--- config.mk ---
export PLATFORM = sky130hd
export DESIGN_NAME = restoring_divider_8_by_4
export DESIGN_NICKNAME = d
export VERILOG_FILES = /design/src/rtl/restoring_divider_8_by_4.sv
export SDC_FILE = /design/constraint.sdc
export NUM_CORES = 1
export LEC_CHECK = 0
export CELL_PAD_IN_SITES_DETAIL_PLACEMENT = 2
export CELL_PAD_IN_SITES_GLOBAL_PLACEMENT = 2
export CORE_MARGIN = 2
export CORE_UTILIZATION = 41
export DETAILED_ROUTE_END_ITERATION = 8
export DONT_BUFFER_PORTS = 1
export MAX_ROUTING_LAYER = met4
export PLACE_DENSITY_LB_ADDON = 0.1
export SLEW_MARGIN = 20
export SYNTH_ARGS = -nofsm -noshare
export SYNTH_HDL_FRONTEND = slang
export SYNTH_SLANG_ARGS = --single-unit
--- constraint.sdc ---
create_clock -name clk -period 3.6 [get_ports clk]
set_input_delay 0.72 -clock clk [delete_from_list [all_inputs] [get_ports clk]]
set_output_delay 0.72 -clock clk [all_outputs]
set_load 0.02 [all_outputs]
--- src/rtl/restoring_divider_8_by_4.sv ---
// ---------------------------------------------------------------------------
// restoring_divider_8_by_4
//
// Purpose:
//   Sequential unsigned restoring divider. It divides a DIVIDEND_W-bit
//   dividend by a DIVISOR_W-bit divisor, producing one quotient bit per clock
//   edge, and uses a start/busy/done handshake. It is the inverse of the
//   4-bit combinational multiplier: an 8-bit product divided by one factor
//   gives back the other factor.
//
// Ports:
//   clk          in   rising-edge clock
//   reset        in   asynchronous, active-high reset
//   start        in   request, sampled only while idle
//   dividend     in   [DIVIDEND_W-1:0] numerator, latched when start is accepted
//   divisor      in   [DIVISOR_W-1:0]  denominator, latched when start is accepted
//   busy         out  high while calculating and during the done cycle
//   done         out  one-cycle pulse; results are valid
//   quotient     out  [DIVIDEND_W-1:0] result, held until the next completion
//   remainder    out  [DIVISOR_W-1:0]  result, held until the next completion
//   div_by_zero  out  set with done when the divisor was 0, held like results
//
// Optional build macro:
//   DIVIDER_SELF_CHECK_EN - compiles a simulation-only checker that verifies
//   quotient*divisor + remainder == dividend and remainder < divisor (or the
//   divide-by-zero result pattern) on every done cycle. Undefined by default;
//   the datapath is identical either way.
// ---------------------------------------------------------------------------
module restoring_divider_8_by_4 #(
    parameter int DIVIDEND_W = 8,
    parameter int DIVISOR_W  = 4
) (
    input  logic                  clk,
    input  logic                  reset,
    input  logic                  start,
    input  logic [DIVIDEND_W-1:0] dividend,
    input  logic [DIVISOR_W-1:0]  divisor,
    output logic                  busy,
    output logic                  done,
    output logic [DIVIDEND_W-1:0] quotient,
    output logic [DIVISOR_W-1:0]  remainder,
    output logic                  div_by_zero
);

    localparam int CNT_W = (DIVIDEND_W > 1) ? $clog2(DIVIDEND_W) : 1;
    localparam logic [CNT_W-1:0] LAST_CNT = CNT_W'(DIVIDEND_W - 1);

    typedef enum logic [1:0] {
        ST_IDLE = 2'd0,
        ST_CALC = 2'd1,
        ST_DONE = 2'd2
    } state_t;

    state_t                state_q,     state_d;
    logic [DIVIDEND_W-1:0] qreg_q,      qreg_d;      // dividend shifting out, quotient shifting in
    logic [DIVISOR_W:0]    prem_q,      prem_d;      // partial remainder, one guard bit
    logic [DIVISOR_W-1:0]  dvsr_q,      dvsr_d;      // latched divisor
    logic [CNT_W-1:0]      cnt_q,       cnt_d;
    logic [DIVIDEND_W-1:0] quotient_q,  quotient_d;
    logic [DIVISOR_W-1:0]  remainder_q, remainder_d;
    logic                  dz_q,        dz_d;
    logic                  busy_q,      busy_d;
    logic                  done_q,      done_d;

    // One restoring step: bring down the next dividend bit, then try to
    // subtract. The guard bit lets the trial value reach 2*divisor-1.
    logic [DIVISOR_W:0] trial;
    logic [DIVISOR_W:0] diff;
    logic               qbit;

    assign trial = {prem_q[DIVISOR_W-1:0], qreg_q[DIVIDEND_W-1]};
    assign diff  = trial - {1'b0, dvsr_q};
    assign qbit  = (trial >= {1'b0, dvsr_q});

    always_comb begin
        state_d     = state_q;
        qreg_d      = qreg_q;
        prem_d      = prem_q;
        dvsr_d      = dvsr_q;
        cnt_d       = cnt_q;
        quotient_d  = quotient_q;
        remainder_d = remainder_q;
        dz_d        = dz_q;

        case (state_q)
            ST_IDLE: begin
                if (start) begin
                    if (divisor != '0) begin
                        qreg_d  = dividend;
                        dvsr_d  = divisor;
                        prem_d  = '0;
                        cnt_d   = '0;
                        state_d = ST_CALC;
                    end else begin
                        // Divide by zero completes immediately with a fixed pattern.
                        quotient_d  = '1;
                        remainder_d = '0;
                        dz_d        = 1'b1;
                        state_d     = ST_DONE;
                    end
                end
            end

            ST_CALC: begin
                prem_d = qbit ? diff : trial;
                qreg_d = {qreg_q[DIVIDEND_W-2:0], qbit};
                cnt_d  = cnt_q + 1'b1;
                if (cnt_q == LAST_CNT) begin
                    // After the final step the guard bit is always clear,
                    // since the partial remainder is below the divisor.
                    quotient_d  = {qreg_q[DIVIDEND_W-2:0], qbit};
                    remainder_d = prem_d[DIVISOR_W-1:0];
                    dz_d        = 1'b0;
                    state_d     = ST_DONE;
                end
            end

            ST_DONE: begin
                state_d = ST_IDLE;
            end

            default: begin
                state_d = ST_IDLE;
            end
        endcase

        // Handshake outputs are registered copies of the next state, so they
        // have no combinational path from start.
        busy_d = (state_d != ST_IDLE);
        done_d = (state_d == ST_DONE);
    end

    always_ff @(posedge clk or posedge reset) begin
        if (reset) begin
            state_q     <= ST_IDLE;
            qreg_q      <= '0;
            prem_q      <= '0;
            dvsr_q      <= '0;
            cnt_q       <= '0;
            quotient_q  <= '0;
            remainder_q <= '0;
            dz_q        <= 1'b0;
            busy_q      <= 1'b0;
            done_q      <= 1'b0;
        end else begin
            state_q     <= state_d;
            qreg_q      <= qreg_d;
            prem_q      <= prem_d;
            dvsr_q      <= dvsr_d;
            cnt_q       <= cnt_d;
            quotient_q  <= quotient_d;
            remainder_q <= remainder_d;
            dz_q        <= dz_d;
            busy_q      <= busy_d;
            done_q      <= done_d;
        end
    end

    assign busy        = busy_q;
    assign done        = done_q;
    assign quotient    = quotient_q;
    assign remainder   = remainder_q;
    assign div_by_zero = dz_q;

`ifdef DIVIDER_SELF_CHECK_EN
    // Shadow copies of the accepted operands; the working dividend register
    // is consumed by the shift, so the checker keeps its own.
    logic [DIVIDEND_W-1:0] chk_dividend_q;
    logic [DIVISOR_W-1:0]  chk_divisor_q;

    always_ff @(posedge clk or posedge reset) begin
        if (reset) begin
            chk_dividend_q <= '0;
            chk_divisor_q  <= '0;
        end else if (state_q == ST_IDLE && start) begin
            chk_dividend_q <= dividend;
            chk_divisor_q  <= divisor;
        end
    end

    always_ff @(posedge clk) begin
        if (!reset && done_q) begin
            if (dz_q) begin
                if (quotient_q != {DIVIDEND_W{1'b1}} || remainder_q != '0)
                    $error("divider self-check: %0d/0 gave q=%0d r=%0d",
                           chk_dividend_q, quotient_q, remainder_q);
            end else begin
                if ((int'(quotient_q) * int'(chk_divisor_q) + int'(remainder_q)
                        != int'(chk_dividend_q)) || (remainder_q >= chk_divisor_q))
                    $error("divider self-check: %0d/%0d gave q=%0d r=%0d",
                           chk_dividend_q, chk_divisor_q, quotient_q, remainder_q);
            end
        end
    end
`endif

endmodule

==> run metrics, run 1 <==
area leader, netlist dfrtp_1; CP required 3780 ps; Async S/R FF share, synth 100%; CP cell instances inv_1, ha_1, nand2b_1, a2111oi_0, nor2_1, a221o_1; Syn Area/Cell 9.76 um^2; Setup crit end kind flip-flop; Hold Crit Class in2async; Hold Slack 417 ps; antenna cells 0; IO Count 30; Hold Fails Final Rpt 0; delay-heaviest family, CP compound AO/OA/AOI/OAI gates; Clock Latency Late Sink 300 ps; Initial DRC Count 37; top cell type's share of synthesized area 51.8%; Placeable Area 4030 um^2; Syn. warnings 0; final wirelength 4570 um; vias in the first global route 1511; Tcrit/Tclk final 62.9%; setup bufs post-CTS 0; switching pwr 941 uW; mapped cell area 1740 um^2; 1st-pass router iterations 4; count leader, synth dfrtp_1; vias 1349; via-per-instance ratio 5.87; Site Rows 23; max_cap viols 0; Final ANT Viol Nets 0; H-tree levels 2; nets 201; crit start category flip-flop; ys flop type dfrtp_1; Buffers on Ports 0; Post-Synthesis Cells 178; critical path class reg2reg; drt wl/cell 19.9 um; GR Overflow Total 0; Initial Utilization 43.1%; layout cells sized above 1 9.44%; Power Density 1080 nW/um^2; CTS tree done; status complete, no violations; Setup TNS 0 ps; Die Span X 69.1 um; DRC violations left 0; Root Driver clkbuf_8; Synth top cells by count dfrtp_1 (36), nand2_1 (28), o21ai_0 (17), nor2_1 (13); Pleak 0.813 nW; largest net degree at the start of global routing 37; Total GRT Usage 21.2%; net count after synthesis 200; Slowest-stage cell, CP a2111oi_0; Period minus WS final 2260 ps; top post-synthesis cells by area dfrtp_1 (52%), nand2_1 (6.0%), o21ai_0 (4.9%), ha_1 (4.3%), a31oi_1 (2.9%); Slew @ Worst Pin 979 ps; max incr delay on CP 680 ps; Netlist cell types 41; antenna violations before repair 0; placed insts 222; Die Y 69.1 um; Final Max Tran Viols 0; CP Max Fanout 3; die area 4780 um^2; Max Root-Sink Buffers 2; fin util 46.4%; WP data arrival 2440 ps; Seq/Total Area, Yosys 51.8%; final setup violation count 0; detailed placer's ending HPWL 3400 um; Hold-fix buffers, CTS 0; switching share of power 46.6%; RD Place Congestion 0.802; first-pass GRT wire length 7730 um; Final Cell Area 1870 um^2; Comb pwr share 43.3%; max_slew headroom 34.7%; Pint 1.08 mW; TritonCTS Sinks 36; Post-CTS Resized 0; total power 2.02 mW; pre-CTS setup slack 1350 ps; Post-synth EDFFs 0; RSZ-0062 raised after global routing false; Area Growth Syn to Fin 7.56%; max frequency 442 MHz; sequential share of power 42.1%; flops & latches, synth 36; worst setup margin 1340 ps; Num CTS Buffers 5; worst path bufs/invs 1; Layout Cells excl Fill 230; setup slack, reg-to-reg 1340 ps; Reg clk slew, reported paths 80 ps; # fillers 443; skew final 8.54 ps; Peak VDD IR 0.421 mV; Placement Cell Area 1780 um^2; clock network power share 14.6%
[final cells by class]
class                           instances  area, um^2  area share [%]
Tap cell                               50        62.6            3.35
Multi-Input combinational cell        125         769            41.2
Inverter                                9        33.8            1.81
Clock inverter                          3        18.8            1.00
Sequential cell                        36         901            48.2
Timing Repair Buffer                    2        15.0           0.803
Clock buffer                            5        68.8            3.68
[cells in the final DEF (no fill, tap or decap), drive strengths merged, types with 2 or more instances in the layout]
master and n:
dfrtp 36, nand2 28, o21ai 23, nor2 13, inv 9, a31oi 8
a21oi 8, ha 6, clkbuf 5, nor2b 3, nand3 3, or2 3
clkinv 3, nand2b 2, and3 2, o32ai 2, or3 2, a32o 2
o31ai 2, buf 2
[final timing paths]
kind | from | endpoint | depth (start not counted)
setup / recovery | qreg_q[7]$_DFFE_PP0P_ | remainder[2]$_DFFE_PP0P_ | 6
hold / removal | reset | prem_q[3]$_DFFE_PP0P_ | 2
setup reg to reg | qreg_q[7]$_DFFE_PP0P_ | remainder[2]$_DFFE_PP0P_ | 6
hold reg to reg | cnt_q[0]$_DFFE_PP0P_ | cnt_q[0]$_DFFE_PP0P_ | 1
max in group asynchronous | reset | qreg_q[1]$_DFFE_PP0P_ | 2
min in group clk | cnt_q[0]$_DFFE_PP0P_ | cnt_q[0]$_DFFE_PP0P_ | 1
[power groups by stage]
stage	combinational (mW)	sequential (mW)	clock (mW)
finish	0.875	0.851	0.294
global route	0.990	0.883	0.318
CTS	0.878	0.853	0.298
detailed placement	0.869	0.860	0
global placement	0.796	0.849	0
floorplan	0.669	0.802	0
[sequential cells by signal, indices dropped and copies added, names as in the netlist]
name and cells:
qreg_q 8, cnt_q 3, prem_q 4, div_by_zero 1
remainder 4, busy 1, dvsr_q 4, state_q 2
done 1, quotient 8
[logic make-up after synthesis]
kind of cell / synth area share (%)
adder cells (fa/ha/maj): 5.47
XOR/XNOR: 0.504
flip-flops: 51.8
multiplexers: 0.648
AO/OA/AOI/OAI: 20.2
buffers and inverters: 3.89
AND/OR/NAND/NOR: 17.5
[metal layers]
layer  GRT usage (%)  vias to the layer above  wire length [um]
li1                -                      633                 -
met3            5.26                        4               159
met2            33.7                       24              2230
met5               -                        -                 0
met1            27.2                      688              2150
met4            5.23                        0                31
No activity file was read; power rests on OpenSTA's default activity.
==> run 2, diff against run 1 <==
--- a/config.mk
+++ b/config.mk
@@ -5,10 +5,11 @@
 export SDC_FILE = /design/constraint.sdc
 export NUM_CORES = 1
 export LEC_CHECK = 0
+export ABC_AREA = 1
 export CELL_PAD_IN_SITES_DETAIL_PLACEMENT = 2
 export CELL_PAD_IN_SITES_GLOBAL_PLACEMENT = 2
 export CORE_MARGIN = 2
-export CORE_UTILIZATION = 41
+export CORE_UTILIZATION = 38
 export DETAILED_ROUTE_END_ITERATION = 8
 export DONT_BUFFER_PORTS = 1
 export MAX_ROUTING_LAYER = met4
==> constraint.sdc (replaced) <==
create_clock -name clk -period 2.1 [get_ports clk]
set_input_delay 0.42 -clock clk [delete_from_list [all_inputs] [get_ports clk]]
set_output_delay 0.42 -clock clk [all_outputs]
set_load 0.02 [all_outputs]
==> run 2 against run 1 <==
  * Cell area increased by 0.27%
  * Sequential share of layout area down 0.13 points
  * Sequential power grew 63%
==> run metrics, run 2 <==
Worst R2R Start cnt_q[0]$_DFFE_PP0P_; worst path bufs/invs 1; Layout Cells excl Fill 248; Clock Latency Late Sink 280 ps; Die Y 71.8 um; worst setup margin 253 ps; vias 1316; Hold Crit Class in2async; critical path class reg2reg; nets 218; DRC violations left 0; max frequency 541 MHz; Period minus WS final 1850 ps; Post-CTS Resized 0; Slowest-stage cell, CP a21oi_4; R2R Path End quotient[2]$_DFFE_PP0P_; switching share of power 48.2%; Initial DRC Count 67; # fillers 519; Num CTS Buffers 5; max_cap viols 0; Async S/R FF share, synth 100%; CP required 2270 ps; Pleak 0.922 nW; setup slack, reg-to-reg 250 ps; Peak VDD IR 0.710 mV; Final Max Tran Viols 0; count leader, synth nand2_1; crit path to quotient[2]$_DFFE_PP0P_; Placement Cell Area 1800 um^2; sequential share of power 39.3%; GR Overflow Total 0; met3 wire length 246 um; Hold Fails Final Rpt 0; FF-to-FF path depth 8; WP data arrival 2020 ps; via-per-instance ratio 5.31; Hold-fix buffers, CTS 0; largest net degree at the start of global routing 37; detailed placer's ending HPWL 3170 um; Seq/Total Area, Yosys 51.5%; Placeable Area 4380 um^2; Syn. warnings 0; antenna violations before repair 0; Power Density 1890 nW/um^2; drt wl/cell 16.8 um; delay-heaviest family, CP compound AO/OA/AOI/OAI gates; first-pass GRT wire length 7310 um; clock network power share 13.1%; RD Place Congestion 0.802; Die Span X 71.8 um; placed insts 241; Reg clk slew, reported paths 70 ps; Slew @ Worst Pin 551 ps; H-tree levels 2; CP Max Fanout 17; Area Growth Syn to Fin 7.15%; ys flop type dfrtp_1; Synth top cells by count nand2_1 (53), dfrtp_1 (36), inv_1 (14), o21ai_0 (11), nand3_1 (10); status complete, no violations; met2 routed WL 2060 um; layout cells sized above 1 15.3%; Tcrit/Tclk final 88.0%; Root Driver clkbuf_8; CTS tree done; Post-synth EDFFs 0; Buffers on Ports 0; 1st-pass router iterations 4; Pint 1.83 mW; Site Rows 24; switching pwr 1.71 mW; total power 3.54 mW; final wirelength 4180 um; Total GRT Usage 18.8%; CP cell instances ha_1, ha_1, or2_1, nand2_2, a21oi_4, inv_2, nand2_1, nand2_1; crit start category flip-flop; vias in the first global route 1510; Post-Synthesis Cells 191; Comb pwr share 47.6%; skew final 2.24 ps; Final Cell Area 1870 um^2; commonest non-fill, non-tap cell in the layout nand2_1; flops & latches, synth 36; IO Count 30; max_slew headroom 63.2%; Met1 Wirelength 1830 um; Max Used Layer met4; RSZ-0062 raised after global routing false; net count after synthesis 213; Setup crit end kind flip-flop; top cell type's share of synthesized area 51.5%; die area 5160 um^2; final setup violation count 0; Netlist cell types 29; Setup TNS 0 ps; Final ANT Viol Nets 0; antenna cells 0; max incr delay on CP 440 ps; CP Launch Point cnt_q[0]$_DFFE_PP0P_; mapped cell area 1750 um^2; Worst path depth 8; commonest cells after routing, fill and taps aside nand2_1 (53), dfrtp_1 (36), inv_1 (14); Syn Area/Cell 9.16 um^2; area leader, netlist dfrtp_1; setup bufs post-CTS 0; TritonCTS Sinks 36; Initial Utilization 39.9%; pre-CTS setup slack 206 ps; top post-synthesis cells by area dfrtp_1 (52%), nand2_1 (11%), ha_1 (4.3%), o21ai_0 (3.1%), inv_1 (3.0%); Max Root-Sink Buffers 2
[run 2: cell types whose count changed in the layout (fill, tap and decap cells not counted), moves of 5 or more]
cell	change
o21ai_0	-6
nand2_1	+25
nand2_2	+8
a31oi_1	-6
inv_1	+6
nand3_1	+7
nor2_1	-5
a21oi_1	-6
[run 2: per-stage QoR]
step / hold slack, ps / util [%]
floorplan: 446 / -
global placement: 445 / 41.0
detailed placement: 465 / 41.0
CTS: 150 / 42.8
global route: 163 / 42.8
finish: 133 / 42.8
[run 2: cell families (layout without fill, tap and decap cells)]
logic type	Yosys count	in the layout	synth area share [%]
fa+ha+maj	7	7	5.44
compound gates	31	31	11.7
xor+xnor	1	1	0.501
buf+inv	24	29	6.29
flops	36	36	51.5
simple gates	92	92	24.5
[run 2: power groups by stage]
stage          sequential [mW]  clock (mW)  combinational [mW]
2_1_floorplan             1.34           0                1.35
3_3_place_gp              1.39           0                1.61
3_5_place_dp              1.41           0                1.71
4_1_cts                   1.40       0.487                1.73
5_1_grt                   1.44       0.509                1.96
6_report                  1.39       0.463                1.68
[run 2: worst min-delay path by stage]
stage | startpoint | end | slack (ps) | depth (start not counted)
after global placement | reset | quotient[3]$_DFFE_PP0P_ | 440 | 2
after global routing | reset | quotient[2]$_DFFE_PP0P_ | 160 | 2
after detailed placement | reset | quotient[3]$_DFFE_PP0P_ | 460 | 2
after floorplan | dvsr_q[0]$_DFFE_PP0P_ | dvsr_q[0]$_DFFE_PP0P_ | 450 | 2
after CTS | reset | quotient[3]$_DFFE_PP0P_ | 150 | 2
final | reset | quotient[3]$_DFFE_PP0P_ | 130 | 2
[run 2: area by class of cell]
class | count | area [um^2] | area share (%)
multi-input cells | 131 | 738 | 39.4
clock inverters | 1 | 5.00 | 0.267
repair buffers | 2 | 15.0 | 0.801
flip-flops and latches | 36 | 901 | 48.1
clock buffers | 6 | 72.6 | 3.87
well taps | 52 | 65.1 | 3.47
inverters | 20 | 77.6 | 4.14
[run 2: per-layer routing]
layer | track usage (%) | up-vias
li1 | - | 632
met1 | 22.6 | 647
met2 | 31.0 | 31
met3 | 5.77 | 6
met4 | 4.40 | 0
met5 | - | -
==> run 3, diff against run 2 <==
--- a/config.mk
+++ b/config.mk
@@ -9,11 +9,11 @@
 export CELL_PAD_IN_SITES_DETAIL_PLACEMENT = 2
 export CELL_PAD_IN_SITES_GLOBAL_PLACEMENT = 2
 export CORE_MARGIN = 2
-export CORE_UTILIZATION = 38
+export CORE_UTILIZATION = 34
 export DETAILED_ROUTE_END_ITERATION = 8
 export DONT_BUFFER_PORTS = 1
 export MAX_ROUTING_LAYER = met4
-export PLACE_DENSITY_LB_ADDON = 0.1
+export PLACE_DENSITY = 0.78
 export SLEW_MARGIN = 20
 export SYNTH_ARGS = -nofsm -noshare
 export SYNTH_HDL_FRONTEND = slang
==> constraint.sdc (replaced) <==
create_clock -name clk -period 1.49 [get_ports clk]
set_input_delay 0.298 -clock clk [delete_from_list [all_inputs] [get_ports clk]]
set_output_delay 0.298 -clock clk [all_outputs]
set_load 0.02 [all_outputs]
==> run 3 against run 2 <==
  * The flow now finishes with violations (setup timing)
  * Die area increased by 11%
  * First-iteration DRC count fell by 57%
  * Clock skew grew 8.0 ps
  * Sequential cell count did not move
  * Final cell count grew 23%
  * Critical path type unchanged
  * Highest routed layer unchanged
==> run metrics, run 3 (synthesis gave the netlist of run 2 again) <==
CP cell instances ha_4, ha_4, or2_1, nand2_2, a21oi_4, buf_6, nor2_4, a31oi_2; final wirelength 6880 um; Hold Crit Class in2async; max incr delay on CP 430 ps; failing checks setup timing; max_slew headroom 66.9%; Root Driver clkbuf_8; crit start category flip-flop; Clock Latency Late Sink 290 ps; commonest cells after routing, fill and taps aside nand2_1 (40), dfrtp_1 (35), buf_4 (33); Worst R2R Start cnt_q[1]$_DFFE_PP0P_; skew final 10.2 ps; R2R Path End quotient[1]$_DFFE_PP0P_; Setup crit end kind flip-flop; delay-heaviest family, CP compound AO/OA/AOI/OAI gates; Initial Utilization 34.7%; antenna violations before repair 0; nets 256; Die Y 75.7 um; first-pass GRT wire length 10000 um; Period minus WS final 1730 ps; Slowest-stage cell, CP dfrtp_1; largest net degree at the start of global routing 37; Reg clk slew, reported paths 80 ps; final setup violation count 19; Num CTS Buffers 5; Setup TNS -2460 ps; commonest non-fill, non-tap cell in the layout nand2_1; CP Max Fanout 5; Total GRT Usage 25.7%; vias 1541; H-tree levels 2; detailed placer's ending HPWL 3780 um; status finished, violations left; Layout Cells excl Fill 305; WP data arrival 1930 ps; Die Span X 75.7 um; via-per-instance ratio 5.05; Final ANT Viol Nets 0; Placeable Area 5040 um^2; FF-to-FF path depth 8; Site Rows 26; vias in the first global route 1747; max_cap viols 0; TritonCTS Sinks 36; DRC violations left 0; critical path class reg2reg; 1st-pass router iterations 4; drt wl/cell 22.6 um; # fillers 528; Area Growth Syn to Fin 40.6%; Buffers on Ports 0; RD Place Congestion 0.789; GR Overflow Total 0; setup slack, reg-to-reg -240 ps; placed insts 280; RSZ-0062 raised after global routing true; max frequency 579 MHz; layout cells sized above 1 45.5%; Hold Fails Final Rpt 0; Slew @ Worst Pin 496 ps; worst setup margin -236 ps; IO Count 30; worst path bufs/invs 1; Multi-input gate area 926 um^2; Final Max Tran Viols 0; CP required 1700 ps; antenna cells 0; Crit path top cell by count ha_4; Initial DRC Count 29; Seq. cell area 902 um^2; fin util 48.8%; CTS tree done; Tcrit/Tclk final 116%; die area 5730 um^2; Max Root-Sink Buffers 2
-- run 3: timing repair --
action / in CTS / in global routing
endpoints found under the setup margin: 19 / 27
hold buffers: 0 / 0
endpoints found under the hold margin: 0 / 0
gates resized for setup: 32 / 23
pin swaps: 19 / 14
cloned: 0 / 0
buffers inserted: 9 / 8
-- run 3: cell type report --
cell class,count,share of cell area (%)
sequential,36,36.7
timing repair buffer,40,13.4
multi-input combinational,131,37.6
inverter,20,3.56
clock inverter,1,1.22
clock buffer,7,3.92
tap,70,3.56
-- run 3: per-layer routing --
layer  wire, um  track usage [%]
met1       2920             30.4
met2       3680             43.5
met3        170             4.63
met4        104             9.55
met5          0                -
-- run 3: how the worst max path moves through the flow --
stage,startpoint,end,slack (ps),cells past startpoint
after global placement,cnt_q[0]$_DFFE_PP0P_,quotient[4]$_DFFE_PP0P_,-200,8
after global routing,cnt_q[1]$_DFFE_PP0P_,quotient[1]$_DFFE_PP0P_,-290,8
after detailed placement,cnt_q[0]$_DFFE_PP0P_,remainder[0]$_DFFE_PP0P_,-460,8
after CTS,prem_q[1]$_DFFE_PP0P_,remainder[0]$_DFFE_PP0P_,-120,11
final,cnt_q[1]$_DFFE_PP0P_,quotient[1]$_DFFE_PP0P_,-240,8
after floorplan,cnt_q[0]$_DFFE_PP0P_,quotient[0]$_DFFE_PP0P_,10,8
-- run 3: per-stage QoR --
step	hold WS (ps)	instance area, um^2	setup WS, ps
after floorplan	415	1770	14.8
after global placement	319	1990	-201
after detailed placement	339	1990	-463
after CTS	27.1	2310	-121
after global routing	53.0	2460	-288
final	13.6	2460	-236
-- run 3: worst reg2reg max path, cell delays in order (launching register included) --
cell and delay, ps:
dfrtp_1 430, ha_4 160, ha_4 130, or2_1 140
nand2_2 90, a21oi_4 290, buf_6 190, nor2_4 40
a31oi_2 170
Power of run 3 is not shown: default switching activity piles up to over one toggle a cycle in this logic, so the estimate is an artifact.
